`src/rtl/led_pkg.sv`:
```
// Shared encodings for the LED brightness sequencer.
// Command mode codes, the sequencer state type and the default intensity width.
package led_pkg;

    localparam int unsigned LEVEL_W_DEF = 4;

    localparam logic [1:0] MODE_FADE    = 2'b00;
    localparam logic [1:0] MODE_BREATHE = 2'b01;
    localparam logic [1:0] MODE_BLINK   = 2'b10;
    localparam logic [1:0] MODE_SET     = 2'b11;

    typedef enum logic [2:0] {
        StIdle,
        StRamp,
        StHold,
        StBru,
        StBrd,
        StBlon,
        StBloff
    } state_e;

endpackage

```
`src/rtl/led_tick_gen.sv`:
```
// Prescaled base tick plus a programmable step divider.
// Both counters restart from zero while clear is high.
module led_tick_gen #(
    parameter int unsigned TICK_DIV = 500000,
    parameter int unsigned RATE_W   = 4
) (
    input  logic              clk,
    input  logic              rst,
    input  logic              clear,
    input  logic [RATE_W-1:0] rate,
    output logic              tick,
    output logic              step
);

    localparam int unsigned       PRE_W   = $clog2(TICK_DIV);
    localparam logic [PRE_W-1:0]  PRE_MAX = PRE_W'(TICK_DIV - 1);

    logic [PRE_W-1:0]  pre_q;
    logic [RATE_W-1:0] cnt_q;

    assign tick = (pre_q == PRE_MAX);
    assign step = tick && (cnt_q == rate);

    always_ff @(posedge clk or posedge rst) begin
        if (rst) begin
            pre_q <= '0;
            cnt_q <= '0;
        end else if (clear) begin
            pre_q <= '0;
            cnt_q <= '0;
        end else begin
            pre_q <= tick ? '0 : pre_q + PRE_W'(1);
            if (tick) begin
                cnt_q <= step ? '0 : cnt_q + RATE_W'(1);
            end
        end
    end

endmodule

```
`src/rtl/led_fade_ctrl.sv`:
```
// Brightness sequencer feeding the PWM duty input: fade, breathe, blink and set
// commands over valid/ready, stepping on a prescaled tick.
module led_fade_ctrl
    import led_pkg::*;
#(
    parameter int unsigned LEVEL_W  = LEVEL_W_DEF,
    parameter int unsigned TICK_DIV = 500000,
    parameter int unsigned RATE_W   = 4
) (
    input  logic               clk,
    input  logic               rst,
    input  logic               cmd_valid,
    output logic               cmd_ready,
    input  logic [1:0]         cmd_mode,
    input  logic [LEVEL_W-1:0] cmd_target,
    input  logic [RATE_W-1:0]  cmd_rate,
    output logic [LEVEL_W-1:0] level,
    output logic               busy,
    output logic               done
);

    state_e             state_q, state_d;
    logic [LEVEL_W-1:0] level_q, level_d;
    logic [LEVEL_W-1:0] target_q, target_d;
    logic [RATE_W-1:0]  rate_q, rate_d;
    logic               done_q, done_d;
    logic               accept, clear, tick, step, adv;

    assign accept = cmd_valid && cmd_ready;
    // Counters sit in reset when nothing is stepping, and restart on every accept.
    assign clear  = accept || (state_q == StIdle) || (state_q == StHold);
    // An accept on the same edge as a step wins; the step is dropped.
    assign adv    = tick && step && !accept;

    led_tick_gen #(
        .TICK_DIV (TICK_DIV),
        .RATE_W   (RATE_W)
    ) u_tick_gen (
        .clk   (clk),
        .rst   (rst),
        .clear (clear),
        .rate  (rate_q),
        .tick  (tick),
        .step  (step)
    );

    always_ff @(posedge clk or posedge rst) begin
        if (rst) begin
            state_q  <= StIdle;
            level_q  <= '0;
            target_q <= '0;
            rate_q   <= '0;
            done_q   <= 1'b0;
        end else begin
            state_q  <= state_d;
            level_q  <= level_d;
            target_q <= target_d;
            rate_q   <= rate_d;
            done_q   <= done_d;
        end
    end

    always_comb begin
        state_d  = state_q;
        level_d  = level_q;
        target_d = target_q;
        rate_d   = rate_q;
        done_d   = 1'b0;
        if (accept) begin
            target_d = cmd_target;
            rate_d   = cmd_rate;
            unique case (cmd_mode)
                MODE_SET: begin
                    level_d = cmd_target;
                    state_d = StHold;
                end
                MODE_FADE: begin
                    if (cmd_target == level_q) begin
                        state_d = StHold;
                        done_d  = 1'b1;
                    end else begin
                        state_d = StRamp;
                    end
                end
                MODE_BREATHE: begin
                    level_d = '0;
                    state_d = (cmd_target == '0) ? StHold : StBru;
                end
                MODE_BLINK: begin
                    level_d = cmd_target;
                    state_d = StBlon;
                end
            endcase
        end else if (adv) begin
            unique case (state_q)
                StRamp: begin
                    if (level_q < target_q) begin
                        level_d = level_q + LEVEL_W'(1);
                    end else if (level_q > target_q) begin
                        level_d = level_q - LEVEL_W'(1);
                    end
                    if (level_d == target_q) begin
                        state_d = StHold;
                        done_d  = 1'b1;
                    end
                end
                StBru: begin
                    if (level_q < target_q) begin
                        level_d = level_q + LEVEL_W'(1);
                    end
                    if (level_d == target_q) begin
                        state_d = StBrd;
                    end
                end
                StBrd: begin
                    if (level_q != '0) begin
                        level_d = level_q - LEVEL_W'(1);
                    end
                    if (level_d == '0) begin
                        state_d = StBru;
                    end
                end
                StBlon: begin
                    level_d = '0;
                    state_d = StBloff;
                end
                StBloff: begin
                    level_d = target_q;
                    state_d = StBlon;
                end
                default: ;
            endcase
        end
    end

    always_comb begin
        cmd_ready = (state_q != StRamp);
        busy      = (state_q == StRamp);
    end

    assign level = level_q;
    assign done  = done_q;

endmodule

```
`config.mk`:
```
export PLATFORM = sky130hd
export DESIGN_NAME = led_fade_ctrl
export DESIGN_NICKNAME = d
export VERILOG_FILES = /design/src/rtl/led_pkg.sv /design/src/rtl/led_tick_gen.sv /design/src/rtl/led_fade_ctrl.sv
export SDC_FILE = /design/constraint.sdc
export NUM_CORES = 1
export LEC_CHECK = 0
export CAP_MARGIN = 20
export CORE_ASPECT_RATIO = 1.1
export CORE_MARGIN = 2
export CORE_UTILIZATION = 47
export DETAILED_ROUTE_END_ITERATION = 10
export DONT_BUFFER_PORTS = 1
export PLACE_DENSITY_LB_ADDON = 0.1
export SYNTH_ARGS = -nofsm -noshare
export SYNTH_HDL_FRONTEND = slang
export SYNTH_SLANG_ARGS = --single-unit
```
`constraint.sdc`:
```
create_clock -name clk -period 4.9 [get_ports clk]
set_input_delay 0.49 -clock clk [delete_from_list [all_inputs] [get_ports clk]]
set_output_delay 0.49 -clock clk [all_outputs]
set_load 0.005 [all_outputs]
```
* Word-level counts from Yosys, hierarchy flattened
Cells that the tools add are included.
** Operators by class
- Add/subtract/negate cells :: 4
- Order comparisons :: 2
- Equality and inequality tests :: 19
- Muxes and demuxes :: 37
- Reductions and logical operators :: 18
** Operators with widths (number)
- two-way mux 4 bit :: 18
- two-way mux 19 bit :: 2
- case mux 4 bit (5 select lines) :: 1
- adder 19 x 1 -> 19 bit (second input constant) :: 1
- == test 19 bit (second input constant) :: 1
- == test 4 bit :: 4
- two-way mux 3 bit :: 5
- case mux 3 bit (5 select lines) :: 1
- case mux 3 bit (4 select lines) :: 1
- == test 3 bit (second input constant) :: 3
- adder 4 x 1 -> 4 bit (second input constant) :: 2
- logical NOT 4 bit :: 2
- case mux 4 bit (2 select lines) :: 1
- two-way mux 1 bit :: 7
- == test 3 x 2 -> 1 bit (second input constant) :: 2
- inequality test 3 x 1 -> 1 bit (second input constant) :: 2
- inequality test 3 bit (second input constant) :: 2
- nonzero test 6 bit :: 1
- AND reduction 5 bit :: 1
- == test 2 bit (second input constant) :: 2
- greater-than comparator 4 bit :: 1
- logical AND 1 bit :: 4
- less-than comparator 4 bit :: 1
- nonzero test 2 bit :: 2
- other kinds (12) :: 13
** Storage, ports and cells
- Flip-flop bits (word level) :: 39
- Output and inout bits :: 7
- Word-level logic and storage cells :: 87

* Logic depth before layout (Yosys ltp)
Gate-level depths: netlist (run 1).
- Depth in word-level cells :: 11
- Mapped depth :: 10

* Hierarchy
A second synthesis (run 1) with hierarchy kept.
** Second synthesis, totals
- Cells, all modules :: 335
- Area, all modules :: 2911.5 um^2
** Modules (own cells, without submodules)
- led_fade_ctrl :: times used 1, cells an instance 207, area each 1649.1 um^2, seq. area each 400.4 um^2
- led_tick_gen :: times used 1, cells an instance 128, area each 1262.5 um^2, seq. area each 575.6 um^2

* Worst setup path after synthesis (run 1)
No wires, ideal clock.
- Kind :: reg2reg
- Start point :: register level_q[0], in the netlist level[0]
- End point :: register state_q[1]
- Setup time :: 121 ps
- Arrival time :: 2138 ps
- Setup slack :: 2641 ps
- Cell stages (with the launch flop) :: 11
- Buffers on the path :: 1
- Period minus slack after synthesis :: 2259 ps
- Cell sequence :: dfrtp_1 buf_2 inv_1 ha_1 nor2b_1 o31a_1 nor2_2 a22oi_1 xor2_1 a31o_2 a22o_2
** On the way
- Longest elaborated chain between the ends :: 9
- Elaborated cells on any way between the ends :: 29
** RTL lines
- start: declaration :: RTL line led_fade_ctrl.sv:23 : logic [LEVEL_W-1:0] level_q, level_d;
- start signal: assignment :: RTL line led_fade_ctrl.sv:56 : level_q <= level_d;
- subtractor 4 x 1 -> 4 bit / greater-than comparator 4 bit (equally long branches) :: RTL line led_fade_ctrl.sv:100, led_fade_ctrl.sv:117, led_fade_ctrl.sv:99
- two-way mux 4 bit :: RTL line led_fade_ctrl.sv:99 : end else if (level_q > target_q) begin
- two-way mux 4 bit :: RTL line led_fade_ctrl.sv:97 : if (level_q < target_q) begin
- two-way mux 4 bit :: RTL line led_fade_ctrl.sv:95 : unique case (state_q)
- two-way mux 4 bit :: RTL line led_fade_ctrl.sv:94 : end else if (adv) begin
- two-way mux 4 bit :: RTL line led_fade_ctrl.sv:69 : if (accept) begin
- == test 4 bit :: RTL line led_fade_ctrl.sv:102 : if (level_d == target_q) begin
- inequality test 3 x 1 -> 1 bit (no line)
- AND reduction 5 bit (no line)
- end signal: assignment :: RTL line led_fade_ctrl.sv:49 : state_q <= StIdle;
- end signal: assignment :: RTL line led_fade_ctrl.sv:55 : state_q <= state_d;
- end: declaration :: RTL line led_fade_ctrl.sv:22 : state_e state_q, state_d;
Several ways; a longest one is shown, not always the timed one. The select of a mux whose other input is x is not followed.
A chain may end at the register's enable or synchronous reset.

* Final worst setup path (run 1)
- Start point :: register level_q[1], in the netlist level[1]
- End point :: register state_q[1]
The elaborated chain is that of the path after synthesis.

==> results of run 1 <==
## power by group
| part | internal (W) | switching [W] | total (W) |
|---|---|---|---|
| registers | 0.000326 | 0.00000902 | 0.000335 |
| clock network | 0.0000991 | 0.000122 | 0.000221 |
| logic | 0.0000309 | 0.0000453 | 0.0000762 |
| total | 0.000456 | 0.000176 | 0.000632 |
## logic make-up after synthesis
| family | Yosys count | synth area share, % |
|---|---|---|
| multiplexers | 2 | 0.763 |
| XOR/XNOR | 38 | 12.2 |
| AO/OA/AOI/OAI | 76 | 18.7 |
| flip-flops | 39 | 35.0 |
| adder cells (fa/ha/maj) | 8 | 3.59 |
| AND/OR/NAND/NOR | 139 | 25.0 |
| buffers and inverters | 27 | 4.71 |
## path summary, 6_finish.rpt
kind,endpoint,slack (ns),startpoint
hold / removal,rate_q[2],0.21,rst
setup reg to reg,state_q[1],2.12,level[1]
hold reg to reg,u_tick_gen.pre_q[0],0.50,u_tick_gen.pre_q[0]
setup / recovery,state_q[1],2.12,level[1]
min in group clk,rate_q[1],0.31,cmd_rate[1]
max in group asynchronous,u_tick_gen.pre_q[1],4.34,rst
## layer usage
metal / global-route usage, % / vias to the layer above / wire length [µm]
li1: - / 1157 / -
met1: 26.9 / 1119 / 3020
met2: 40.9 / 42 / 3690
met3: 3.76 / 11 / 189
met4: 8.60 / 0 / 180
met5: 0 / - / 0
## final cells by class
cell class                 count  area, µm²
clock inverter                 3       20.0
tap                           77       96.3
sequential                    39        976
fill                         597       2830
multi-input combinational    263       1680
timing repair buffer           1       7.51
clock buffer                   5       68.8
inverter                      14       52.6
## state kept, by name (all words and copies together) (netlist names)
| signal | flops |
|---|---|
| done | 1 |
| u_tick_gen.cnt_q | 4 |
| u_tick_gen.pre_q | 19 |
| state_q | 3 |
| target_q | 4 |
| rate_q | 4 |
| level | 4 |
## Yosys cell counts (all sizes together) (3+ instances only)
cell	n	share of area (%)
a31o	3	0.94
clkbuf	4	0.54
o21ai	20	3.6
nor2b	4	0.90
buf	9	2.3
nor3	5	0.90
or3	8	1.8
nor4b	3	0.94
ha	8	3.6
a31oi	6	1.9
xnor2	10	3.1
nor2	33	5.1
a21oi	15	2.7
nand2	46	6.4
a32oi	3	0.94
a21o	3	0.81
and3	5	1.1
nand4	9	2.0
xor2	28	9.1
o211ai	4	1.3
nand3	13	2.3
nor4	4	0.90
o31ai	4	1.3
inv	14	1.9
a22oi	4	1.1
dfrtp	39	35
## critical path: stages, from the launching register on
cell and delay, ns:
dfrtp_1 0.68, ha_1 0.33, nor2b_1 0.15, o31ai_2 0.40
a21oi_1 0.14, a22oi_1 0.33, xor2_1 0.15, a31o_2 0.28
a22o_2 0.20
## metrics by stage
step,util [%],hold slack [ns]
global placement,49.0,0.484
detailed placement,49.0,0.489
global route,50.6,0.250
floorplan,-,0.455
finish,50.6,0.206
CTS,50.6,0.222
==> results.py, run 1 <==
metrics = {
    "drt": {
        "drtIter0Drc": 116,
        "viasPerCell": 5.79,
        "finalWirelength_um": 7080,
        "drcViolationCount": 0,
        "drtAntennaViolNets": 0,
        "num_vias": 2329,
        "drtPass1Iterations": 4,
        "wl_per_cell_um": 17.6,
    },
    "power_and_ir_drop": {
        "vdd_drop_max_uv": 174,
        "power_leakage_nw": 1.24,
        "power.density_mw_per_mm2": 218,
        "p_total_w": 0.000632,
    },
    "clock_network": {
        "cts_tree": "yes",
        "cts_made_buffers": 5,
        "post-cts-setup-buffers": 0,
        "clockBufferDepth": 2,
        "clkTransAtPathRegs_ns": 0.08,
        "cts_resized": 0,
        "cts_htree_levels": 2,
        "root_buffer": "clkbuf_8",
        "ctsHoldBuffers": 0,
        "clock_latency_ns": 0.30,
        "clock-sinks": 39,
    },
    "yosys": {
        "synth_cell_type_count": 56,
        "ys_async_sr_fraction_pct": 100,
        "synth_area_mm2": 0.00279,
        "synth_cells": 329,
        "yosysWarningCount": 0,
        "synth_flop_cell": "dfrtp_1",
        "synth_edf_count": 0,
        "syn_area_per_cell_um2": 8.47,
        "ys_seq_elements": 39,
        "synth_nets": 350,
        "ys_seq_area_share_pct": 35.0,
    },
    "placed_design": {
        "dp.cells": 394,
        "preCtsSetupSlack_ns": 2.18,
        "dp_hpwl_um": 5230,
        "place.port_buffers": 0,
        "globalplace.congestion": 0.927,
        "placed_cell_area_mm2": 0.00281,
    },
    "grt": {
        "grt_max_degree": 40,
        "grt_first_pass_wirelength_um": 11600,
        "grt_pass1_vias": 2276,
        "antenna_found_initial": 0,
        "grt-ovfl-total": 0,
        "grt_use_total_pct": 22.7,
    },
    "setup_path": {
        "criticalPathCategory": "flip-flop to flip-flop",
        "start_kind": "flip-flop",
        "end_kind": "flip-flop",
        "reg2regPathDepth": 8,
        "crit_arrival_ns": 2.98,
        "critPathRequiredTime_ns": 5.09,
        "crit_path_max_fanout": 13,
    },
    "finish": {
        "layout.nets": 345,
        "area_growth_pct": 4.09,
        "diodes": 0,
        "design_area_mm2": 0.00290,
        "drive_above_1_share_pct": 8.31,
        "fin_cells": 402,
        "final_common_cell": "nand2_1",
        "mostFrequentLayoutCells": "nand2_1, dfrtp_1, nor2_1",
    },
    "timing": {
        "tightest_slew_ns": 0.637,
        "clock_skew_ns": 0.00625,
        "period_needed_ns": 2.78,
        "hold_viol": 0,
        "rsz0062_at_grt": "false",
        "fin_ws_ns": 2.12,
        "setup_viol": 0,
        "fin_crit_sh_pct": 56.8,
        "fin_setup_tns_ns": 0,
        "slew_violations": 0,
        "fmax_mhz": 359,
        "slew_headroom_pct": 57.6,
    },
    "flow_run": {
        "drv_cap": 0,
    },
    "floorplan": {
        "ios": 20,
        "die_x_um": 77.4,
        "rows": 29,
        "initial_core_util_pct": 48.6,
        "die-area_mm2": 0.00656,
        "core_area_mm2": 0.00573,
        "dieHeight_um": 84.8,
    },
    "status": {
        "status": "complete, no violations",
    },
    "min_path": {
        "hold_path.class": "input pin to async pin",
    },
}
(Power assumes the default switching activity.)
==> inputs of run 2 (changes only) <==
clock period = 2.6 ns   (was 4.9 ns; I/O delays follow)
==> run 2 against run 1 <==
Against the previous run:
- die area unchanged
- highest routed layer unchanged
- final cell count rose by 3.5%
- critical path type unchanged
- register-to-register slack worse by 2.0 ns
- critical path depth is 1 higher
- sequential power rose by 86%
- non-clock buffer count increased by 14
- first-iteration DRC count grew 13%
==> results.py, run 2 (same netlist as run 1, synthesis figures left out) <==
metrics = {
    "status": {
        "status": "complete, no violations",
    },
    "timing": {
        "tightest_slew_ns": 0.518,
        "slew_violations": 0,
        "fin_ws_ns": 0.150,
        "setup_viol": 0,
        "fmax_mhz": 408,
        "fin_crit_sh_pct": 94.2,
        "slew_headroom_pct": 65.5,
        "rsz0062_at_grt": "false",
        "fin_setup_tns_ns": 0,
        "period_needed_ns": 2.45,
        "clock_skew_ns": 0.00731,
        "hold_viol": 0,
    },
    "power_and_ir_drop": {
        "comb_power_share_pct": 12.5,
        "pwr-share-clk_pct": 40.9,
        "p_seq_share_pct": 46.7,
        "vdd_drop_max_uv": 261,
        "p_total_w": 0.00134,
        "switchingPower_w": 0.000336,
        "switching_share_pct": 25.2,
        "internal_power_w": 0.000999,
        "power.density_mw_per_mm2": 438,
        "power_leakage_nw": 1.33,
    },
    "finish": {
        "regMostFlops": "u_tick_gen.pre_q",
        "final_util_pct": 53.2,
        "largest_reg_flops": 19,
        "diodes": 0,
        "layout.nets": 359,
        "fin_cells": 416,
        "final_common_cell": "nand2_1",
        "drive_above_1_share_pct": 12.4,
        "area_growth_pct": 9.52,
        "fillers": 600,
        "mostFrequentLayoutCells": "nand2_1, dfrtp_1, nor2_1",
    },
    "placed_design": {
        "preCtsSetupSlack_ns": 0.174,
        "globalplace.congestion": 0.898,
        "dp_hpwl_um": 5280,
        "dp.cells": 407,
        "place.port_buffers": 0,
    },
    "setup_path": {
        "criticalPathCategory": "flip-flop to flip-flop",
        "end_kind": "flip-flop",
        "crit_arrival_ns": 2.63,
        "crit_path_max_fanout": 5,
        "cpMaxStageDelayCell": "dfrtp_1",
        "slowest_delay_ns": 0.44,
        "cp_cell_sequence": "inv_1, ha_1, nor2b_1, o31a_1, nor2_2, a22oi_2, xor2_1, a31o_2, a22o_2",
        "critPathRequiredTime_ns": 2.78,
        "start_kind": "flip-flop",
    },
    "grt": {
        "grt_pass1_vias": 2404,
        "grt-ovfl-total": 0,
        "grt_first_pass_wirelength_um": 11700,
        "grt_use_total_pct": 22.3,
        "antenna_found_initial": 0,
        "grt_max_degree": 40,
    },
    "clock_network": {
        "cts_tree": "yes",
        "cts_made_buffers": 5,
        "root_buffer": "clkbuf_8",
        "cts_htree_levels": 2,
        "clock_latency_ns": 0.29,
        "clkTransAtPathRegs_ns": 0.08,
        "clockBufferDepth": 2,
        "clock-sinks": 39,
    },
    "floorplan": {
        "initial_core_util_pct": 48.6,
        "ios": 20,
        "die_x_um": 77.4,
        "core_area_mm2": 0.00573,
        "dieHeight_um": 84.8,
        "die-area_mm2": 0.00656,
        "rows": 29,
    },
    "drt": {
        "num_vias": 2458,
        "finalWirelength_um": 7020,
        "viasPerCell": 5.91,
        "drcViolationCount": 0,
        "drtPass1Iterations": 4,
        "drtAntennaViolNets": 0,
        "wl_per_cell_um": 16.9,
        "drtIter0Drc": 131,
    },
    "min_path": {
        "hold_path.class": "input pin to flip-flop",
    },
    "flow_run": {
        "drv_cap": 0,
    },
}
==> run 2: per-layer routing <==
| layer | GRT usage (%) | routed length, µm |
|---|---|---|
| met2 | 37.4 | 3560 |
| met3 | 3.66 | 294 |
| met4 | 12.7 | 308 |
| met5 | 0 | 0 |
| met1 | 27.2 | 2860 |
==> run 2: layout make-up <==
class,instances,area [µm²],area share (%)
clock buffers,6,82.6,2.71
multi-input cells,263,1690,55.4
clock inverters,2,38.8,1.27
flip-flops and latches,39,976,32.0
repair buffers,15,115,3.77
well taps,77,96.3,3.16
inverters,14,52.6,1.72
==> run 2: what timing repair did <==
action | CTS | global route
resized for setup | 0 | 2
buffers inserted | 0 | 0
hold buffers | 1 | 0
hold endpoints to repair | 34 | 0
endpoints found under the setup margin | 0 | 1
==> run 2: power by group through the flow <==
stage                     Clock, W  Sequential, W  Combinational, W
final                     0.000546       0.000623          0.000167
after CTS                 0.000566       0.000623          0.000163
after detailed placement         0       0.000635          0.000161
after floorplan                  0       0.000635          0.000121
after global placement           0       0.000635          0.000161
after global routing      0.000589       0.000625          0.000182
==> run 2: final timing paths <==
| kind | startpoint | end | slack, ns | depth (start not counted) |
|---|---|---|---|---|
| setup / recovery | target_q[1] | state_q[1] | 0.15 | 9 |
| hold / removal | cmd_rate[1] | rate_q[1] | 0.07 | 2 |
| setup reg to reg | target_q[1] | state_q[1] | 0.15 | 9 |
| hold reg to reg | u_tick_gen.pre_q[0] | u_tick_gen.pre_q[0] | 0.50 | 1 |
| max in group asynchronous | rst | state_q[0] | 1.70 | 3 |
| min in group asynchronous | rst | rate_q[2] | 0.54 | 3 |
==> run 2: worst max-delay path: cells and delay by family, from the launching register on <==
| kind | cells | cell delay (ns) |
|---|---|---|
| xor gates and xnor gates | 1 | 0.18 |
| adders and majority gates | 1 | 0.30 |
| AOI/OAI and AO/OA | 4 | 0.95 |
| DFF | 1 | 0.44 |
| and+or+nand+nor | 2 | 0.38 |
| buffers and inverters | 1 | 0.10 |
==> run 2: stage by stage <==
| step | hold WS, ns | instance area (µm²) |
|---|---|---|
| after floorplan | 0.365 | 2790 |
| after global placement | 0.306 | 2910 |
| after detailed placement | 0.313 | 2910 |
| after CTS | 0.0577 | 3040 |
| after global routing | 0.0589 | 3050 |
| final | 0.0670 | 3050 |
==> inputs of run 3 (changes only) <==
clock period = 2.4 ns   (was 2.6 ns; I/O delays follow)
==> run 3 against run 2 <==
Against the previous run:
- cell area rose by 2.5%
- sequential power rose by 7.9%
- final cell count rose by 2.2%
- first-iteration DRC count rose by 88%
- clock power rose by 3%
- via count fell by 0.16%
- total power rose by 7.2%
- sequential cell count did not move
==> results.py, run 3 (same netlist as run 1, synthesis figures left out) <==
metrics = {
    "clock_network": {
        "clock-sinks": 39,
        "clkTransAtPathRegs_ns": 0.08,
        "cts_tree": "yes",
        "clockBufferDepth": 2,
        "cts_made_buffers": 5,
        "cts_htree_levels": 2,
        "clock_latency_ns": 0.29,
        "root_buffer": "clkbuf_8",
    },
    "timing": {
        "rsz0062_at_grt": "true",
        "setup_viol": 0,
        "period_needed_ns": 2.32,
        "tightest_slew_ns": 0.508,
        "slew_violations": 0,
        "fmax_mhz": 431,
        "whs_ns": 0.0512,
        "fin_crit_sh_pct": 96.7,
        "clock_skew_ns": 0.00773,
        "hold_viol": 0,
        "slew_headroom_pct": 66.1,
    },
    "floorplan": {
        "die_x_um": 77.4,
        "dieHeight_um": 84.8,
        "core_area_mm2": 0.00573,
        "ios": 20,
        "die-area_mm2": 0.00656,
        "initial_core_util_pct": 48.6,
        "rows": 29,
    },
    "drt": {
        "viasPerCell": 5.77,
        "finalWirelength_um": 7220,
        "drcViolationCount": 0,
        "drtIter0Drc": 246,
        "num_vias": 2454,
        "wl_per_cell_um": 17.0,
        "drtAntennaViolNets": 0,
        "drtPass1Iterations": 4,
    },
    "flow_run": {
        "drv_cap": 0,
    },
    "setup_path": {
        "startpoint": "level[1]",
        "end_kind": "flip-flop",
        "r2r-start": "level[1]",
        "crit_path_max_fanout": 5,
        "start_kind": "flip-flop",
        "reg2regPathDepth": 8,
        "criticalPathCategory": "flip-flop to flip-flop",
        "crit_arrival_ns": 2.51,
        "critPathRequiredTime_ns": 2.58,
    },
    "min_path": {
        "hold_path.class": "input pin to flip-flop",
        "hp-start": "cmd_rate[1]",
        "min_path_cells": 2,
    },
    "placed_design": {
        "dp.cells": 414,
        "globalplace.congestion": 0.990,
        "dp_hpwl_um": 5250,
        "place.port_buffers": 0,
    },
    "finish": {
        "largest_reg_flops": 19,
        "drive_above_1_share_pct": 15.5,
        "final_common_cell": "nand2_1",
        "diodes": 0,
        "fin_cells": 425,
        "area_growth_pct": 12.2,
        "layout.nets": 368,
        "regMostFlops": "u_tick_gen.pre_q",
        "final_util_pct": 54.5,
        "mostFrequentLayoutCells": "nand2_1, dfrtp_1, nor2_1",
    },
    "power_and_ir_drop": {
        "p_total_w": 0.00143,
        "power.density_mw_per_mm2": 458,
        "power_leakage_nw": 1.37,
        "vdd_drop_max_uv": 391,
    },
    "grt": {
        "grt_pass1_vias": 2496,
        "grt_max_degree": 40,
        "antenna_found_initial": 0,
        "grt-ovfl-total": 0,
        "grt_use_total_pct": 23.8,
        "grt_first_pass_wirelength_um": 12300,
    },
    "status": {
        "status": "complete, no violations",
    },
}
## run 3: area by class of cell
class	instances	area, µm²
fill	579	2610
multi-input combinational	263	1710
sequential	39	977
timing repair buffer	24	183
tap	77	96.3
clock buffer	5	68.8
inverter	14	52.6
clock inverter	3	43.8
## run 3: final timing paths
path                                       end  slack [ns]
max                                 state_q[1]        0.08
min                                  rate_q[1]        0.05
max reg2reg                         state_q[1]        0.08
min reg2reg                u_tick_gen.pre_q[0]        0.50
max in group asynchronous          target_q[2]        1.51
min in group asynchronous            rate_q[3]        0.52
## run 3: worst max-delay path, stage by stage, from the launching register on
cell	delay [ns]
dfrtp_1	0.40
ha_1	0.31
nor2b_2	0.18
o31a_1	0.31
nor2_2	0.21
a22oi_1	0.15
xor2_1	0.18
a31o_2	0.27
a22o_2	0.20
## run 3: per-layer routing
metal	vias to the layer above	part of all wire, %	GRT usage (%)
met1	1181	42	29.3
met2	54	51	41.0
li1	1201	-	-
met4	0	2.8	10.6
met3	18	4.1	3.87
met5	-	0	0
## run 3: stage by stage
step	worst slack [ns]	TNS, ns	area [µm²]
global route	-0.0237	-0.0237	3130
finish	0.0782	0	3130
floorplan	0.141	0	2790
global placement	0.0642	0	2960
CTS	0.0243	0	3080
detailed placement	0.0512	0	2960
## run 3: repair_timing
action,4_1_cts,5_1_grt
setup buffers,0,2
setup endpoints to repair,0,6
hold endpoints to repair,39,0
hold buffers,1,0
gates resized for setup,0,7
## run 3: power breakdown
part | leakage [nW] | switching (W) | internal (W)
registers | 0.501 | 0.00000606 | 0.000666
logic | 0.810 | 0.000113 | 0.0000860
clock network | 0.0581 | 0.000250 | 0.000310
